[config.mk]
export PLATFORM = sky130hd
export DESIGN_NAME = regfile
export DESIGN_NICKNAME = d
export VERILOG_FILES = /design/src/rtl/regfile_pkg.sv /design/src/rtl/regfile.sv
export SDC_FILE = /design/constraint.sdc
export NUM_CORES = 2
export LEC_CHECK = 0
export ABC_AREA = 1
export BUFFER_PORTS_ARGS = -buffer_cell sky130_fd_sc_hd__buf_4
export CELL_PAD_IN_SITES_DETAIL_PLACEMENT = 1
export CELL_PAD_IN_SITES_GLOBAL_PLACEMENT = 2
export CORE_MARGIN = 5
export CORE_UTILIZATION = 37
export DETAILED_ROUTE_END_ITERATION = 10
export PLACE_DENSITY = 0.84
export SLEW_MARGIN = 0
export SYNTH_ARGS = -nofsm -noshare
export SYNTH_HDL_FRONTEND = slang
export SYNTH_SLANG_ARGS = --single-unit
[constraint.sdc]
create_clock -name clk -period 63.8 [get_ports clk]
set_input_delay 12.76 -clock clk [delete_from_list [all_inputs] [get_ports clk]]
set_output_delay 12.76 -clock clk [all_outputs]
set_load 0.01 [all_outputs]
[src/rtl/regfile_pkg.sv]
// rtl/regfile_pkg.sv - shared ROB tag constants used by the architectural register file
package regfile_pkg;

  localparam int ROB_ENTRY_W = 6;
  localparam logic [ROB_ENTRY_W-1:0] ENTRY_NULL = 6'd32;
  localparam logic TRUE  = 1'b1;
  localparam logic FALSE = 1'b0;

endpackage

[src/rtl/regfile.sv]
// rtl/regfile.sv - architectural register file with rename tags and commit bypass
module regfile
  import regfile_pkg::*;
#(
  parameter int REG_NUM = 32,
  parameter int XLEN    = 32
) (
  input  logic                   clk,
  input  logic                   rst,
  input  logic                   rdy,
  input  logic                   rename_en,
  input  logic [4:0]             rename_rd,
  input  logic [ROB_ENTRY_W-1:0] rename_entry,
  input  logic [4:0]             rs1_addr,
  input  logic [4:0]             rs2_addr,
  output logic [XLEN-1:0]        rs1_value,
  output logic [XLEN-1:0]        rs2_value,
  output logic [ROB_ENTRY_W-1:0] rs1_entry,
  output logic [ROB_ENTRY_W-1:0] rs2_entry,
  input  logic                   commit_sgn,
  input  logic [ROB_ENTRY_W-1:0] commit_entry,
  input  logic [ROB_ENTRY_W-1:0] commit_des,
  input  logic [XLEN-1:0]        commit_result,
  input  logic                   flush
);

  logic [XLEN-1:0]        values [REG_NUM];
  logic [ROB_ENTRY_W-1:0] tags   [REG_NUM];

  logic [4:0] commit_idx;
  logic       commit_live;

  assign commit_idx  = commit_des[4:0];
  assign commit_live = rdy && commit_sgn && !commit_des[5] && (commit_idx != 5'd0);

  // A commit whose tag still owns the register is forwarded so issue sees the final value now.
  function automatic logic [ROB_ENTRY_W+XLEN-1:0] read_port(input logic [4:0] addr);
    logic bypass;
    bypass = commit_live && (commit_idx == addr) && (commit_entry == tags[addr]);
    if (rst || addr == 5'd0)
      return {ENTRY_NULL, {XLEN{1'b0}}};
    else if (bypass == TRUE)
      return {ENTRY_NULL, commit_result};
    else
      return {tags[addr], values[addr]};
  endfunction

  always_comb begin
    {rs1_entry, rs1_value} = read_port(rs1_addr);
    {rs2_entry, rs2_value} = read_port(rs2_addr);
  end

  always_ff @(posedge clk or posedge rst) begin
    if (rst) begin
      for (int i = 0; i < REG_NUM; i++) begin
        values[i] <= '0;
        tags[i]   <= ENTRY_NULL;
      end
    end else if (rdy) begin
      if (commit_live) begin
        values[commit_idx] <= commit_result;
        if (tags[commit_idx] == commit_entry)
          tags[commit_idx] <= ENTRY_NULL;
      end
      // Later assignments win: flush over commit-clear, rename over commit-clear.
      if (flush) begin
        for (int i = 0; i < REG_NUM; i++)
          tags[i] <= ENTRY_NULL;
      end else if (rename_en && rename_rd != 5'd0) begin
        tags[rename_rd] <= rename_entry;
      end
    end
  end

endmodule

-- Word level (Yosys, flattened, before mapping)
Cells that the tools add are included.
- magnitude comparators: 6
- eq/ne operators: 5
- muxes and demuxes: 32
- bitwise gates (word level): 7
- reductions and logical operators: 18
- operator list (operator ; number):
    1024-bit bitwise mux ; 1
    192-bit two-way mux ; 5
    32-bit binary-select mux with 5-bit select ; 2
    192-bit bitwise mux ; 1
    160-bit bitwise AND ; 1
    32-bit demux with 5-bit select ; 1
    32-bit two-way mux ; 5
    160-bit NOT ; 1
    38-bit two-way mux ; 4
    6-bit binary-select mux with 5-bit select ; 3
    6-bit demux with 5-bit select ; 2
    6-bit two-way mux ; 8
    32-bit OR ; 1
    6-bit greater-or-equal comparator, second input constant ; 4
    5-bit NOT with 6-bit output ; 4
    6-bit equality test ; 3
    6-bit by 1-bit < comparator with 1-bit output, second input constant ; 2
    5-bit equality test ; 2
    1-bit logical AND ; 10
    5-bit logical NOT ; 2
    5-bit nonzero test ; 2
    1-bit logical OR ; 2
    2-bit AND reduction ; 1
    1-bit logical NOT ; 1
- register bits after elaboration: 1216
- output and inout bits: 76

-- Longest topological paths before layout
- depth in word-level cells: 13
- gate-level depth with buffers: 21
- depth with buffers taken out: 19

-- Worst setup path before layout
No wires, ideal clock.
- kind: input to output
- start point: input rst
- end point: output rs2_value[21]
- arrival time: 41.314 ns
- required time: 51.040 ns
- setup slack: 9.726 ns
- cell stages on the path: 6
- buffers on the path: 1
- path through: inv_1 -> o21ai_0 -> clkinv_1 -> clkbuf_1 -> nand2_1 -> nor2_1
- cells in the longest elaborated chain, start to end: 2
- ends and longest elaborated chain (what ; RTL line ; RTL):
    start: declaration ; regfile.sv:9 ; input logic rst,
    1-bit logical OR ; regfile.sv:40 ; if (rst || addr == 5'd0)
    38-bit two-way mux ; regfile.sv:40 ;
    end: declaration ; regfile.sv:17 ; output logic [XLEN-1:0] rs2_value,
Every way passes these cells.

-- Worst setup path in the final report
- start point: input rs2_addr[0]
- end point: output rs2_value[6]
- cells in the longest elaborated chain, start to end: 8
- elaborated cells between the ends (all ways): 15
- ends and longest elaborated chain (what ; RTL line ; RTL):
    start: declaration ; regfile.sv:15 ; input logic [4:0] rs2_addr,
    5-bit NOT with 6-bit output (not written as such) ; regfile.sv:39, regfile.sv:45 ;
    6-bit binary-select mux with 5-bit select ; regfile.sv:39 ; bypass = commit_live && (commit_idx == addr) && (commit_entry == tags[addr]);
    6-bit two-way mux (not written as such) (2 in series) ; regfile.sv:39 ;
    6-bit equality test ; regfile.sv:39 ;
    1-bit logical AND ; regfile.sv:39 ;
    38-bit two-way mux ; regfile.sv:42 ; else if (bypass == TRUE)
    38-bit two-way mux * ; regfile.sv:40 ;
Mark *: on every way between the ends. The rest lies on a longest branch, timed or not. The select of a mux whose other input is x is not followed.

==> qor.txt <==
# DRC - 0
r2r setup slk - 59820 ps
critical path endpoint category - primary output
die height - 454 µm
drt initial violations - 8350
H-tree Lvls - 4
CTS tree - yes
vias in the first global route - 79000
DR vias - 78500
Leak - 0.0356 µW
Peak Freq - 32.5 MHz
critical path's slowest cell - buf_4
crit-path max cell delay - 930 ps
Seq/Total Area, Yosys - 0.418
area fraction of the dominant cell type after synthesis - 0.407
FP Rows - 163
Final ANT Viol Nets - 0
Post-CTS Resized - 0
commonest cells in the netlist - nand2_1 (3604), o21ai_0 (1594), dfrtp_1 (1184)
cell repeated most along the worst path - buf_4
share of cells above drive strength 1 - 0.0647
initial antenna violation count - 28
synthesized cell area - 72900 µm²
Syn Area/Cell - 6.87 µm²
RSZ-0062 raised after global routing - no
fin nets - 10200
post-route cell area - 80100 µm²
Hold Path End - values[1009]
clk_skew - 24.8 ps
reg2reg end - tags[64]
Worst-Skew Late Latency - 820 ps
yosys warns - 0
largest area contributor in the synthesized netlist - dfrtp_1
Worst-Margin Slew - 1340 ps
Hold Crit Start - values[1009]
cell area power density - 26.5 nW/µm²
buffer count from post-CTS setup fixing - 0
setup TNS - 0 ps
Detailed Place HPWL - 209000 µm
Area after DPL - 74800 µm²
cts bufs inserted - 155
final core area utilization - 0.407
wire per inst - 28.2 µm
number of clock sinks - 1216
worst-case vdd ir drop - 0.0266 mV
Post-Syn Nets - 10700
clock period minus worst slack - 30750 ps
HP Class - flip-flop to flip-flop
initial core utilization - 0.371
grt total ovfl - 0
CP arrival - 17990 ps
crit path max fanout - 88
critical path startpoint category - primary input
outcome - finished clean
Cells after Synth - 10600
Area contributors post-synth - dfrtp_1 (41%), nand2_1 (19%), o21ai_0 (11%), a21oi_1 (7.9%), clkbuf_1 (3.4%)
die width - 454 µm
Max Cap Viol - 0
vias per cell - 6.10
io pins - 147
all-layer global routing usage - 0.343
Buf+Inv Stages, Crit Path - 5
worst reg2reg startpoint - tags[16]
Distinct cells, synth - 40
Area Growth Syn to Fin - 9.88%
largest net degree at the start of global routing - 210
DRT Pass-1 Iters - 5
CP Cell Sequence - buf_8 > buf_4 > buf_4 > buf_4 > nand2_1 > nand2_1 > a21oi_1 > o311ai_0 > o31ai_1 > a21oi_1 > nor2_1 > nor2_1 > buf_4
number of synthesized flops with an enable pin - 0
top-count cell post-synth - nand2_1
PortBufs - 146
clock-pin slew on the worst setup and hold paths - 50 ps
CP top delay family - buffers and inverters
crit path kind - primary input to primary output
Worst Reg-to-Reg Cells - 15
CTS root buf - clkbuf_16
final hold vios - 0
Primary FF master, synth - dfrtp_1
worst slack, placed - 33320 ps
clock tree buffer depth - 3
first-pass GRT wire length - 534000 µm
CTS Hold Bufs - 0
Tcrit/Tclk final - 0.482
hold path depth - 0
pins over their slew limit - 0
RePlAce Congestion - 0.956
die area - 206000 µm²
headroom to the max-slew limit - 0.104
wire length after detailed routing - 363000 µm
ys async rst share - 1.00
post-synthesis register bit count - 1216
PnR worst setup slack - 33050 ps
setup violators final - 0
core box area - 197000 µm²
CP required - 51040 ps
[power by group]
group / switching [µW] / internal (µW) / total [µW]
clock: 377 / 539 / 915
combinational: 240 / 86.4 / 326
sequential: 43.5 / 833 / 877
[cells by family (layout without fill, tap and decap cells)]
family          Yosys count  in the layout  synth area share
xor+xnor                  8              8          0.000961
compound gates         3215           3215             0.242
other cells               0             11                 0
simple gates           4687           4687             0.258
buf+inv                1476           1086            0.0809
flops                  1216           1216             0.418
[metrics by stage]
step / hold slack [ps] / cells / power [µW]
after detailed placement: 367 / 12600 / 1210
final: 375 / 12900 / 2120
after CTS: 379 / 12900 / 2120
after global placement: 365 / 12600 / 1190
after floorplan: 429 / 10600 / 1080
after global routing: 383 / 12900 / 2190
[sequential cells by signal, summed over array words and instances, names as in the netlist]
register	count
tags	192
values	1024
[routing by layer]
layer / part of all wire / global-route usage / vias up
met1: 0.40 / 0.436 / 39700
met4: 0.066 / 0.205 / 16
met2: 0.45 / 0.542 / 3467
li1: - / - / 34300
met3: 0.084 / 0.0683 / 976
met5: 0.00033 / 0 / -
[placed cells by master, fill, tap and decap left out, types with 20 or more instances in the layout]
cell type,count
clkbuf_16,159
buf_4,271
clkinv_1,22
o311ai_0,224
nor2_1,471
nand2_1,3600
dfrtp_1,1184
clkbuf_8,44
a211oi_1,41
nor3_1,124
a221oi_1,89
clkbuf_1,35
inv_1,462
o21ai_0,1594
a21oi_1,1153
inv_2,20
o211ai_1,50
clkinv_2,28
nand3_4,30
dfstp_2,32
nand3_1,422
[area by class of cell]
type | instances | area, µm²
repair buffers | 291 | 2380
multi-input cells | 7910 | 36700
diodes | 11 | 27.5
clock inverters | 37 | 529
fillers | 24800 | 117000
inverters | 522 | 2020
flip-flops and latches | 1216 | 30500
clock buffers | 236 | 4690
well taps | 2640 | 3300
[how the worst max path moves through the flow]
stage	to	start	cells past startpoint	slack, ps
global route	rs2_value[6]	rs2_addr[0]	13	33050
global placement	rs2_value[6]	rs2_addr[0]	13	33330
CTS	rs2_value[6]	rs2_addr[0]	13	33300
detailed placement	rs2_value[6]	rs2_addr[0]	13	33320
finish	rs2_value[6]	rs2_addr[0]	13	33050
floorplan	rs2_value[21]	rst	6	9730
No activity file was read; power rests on OpenSTA's default activity.
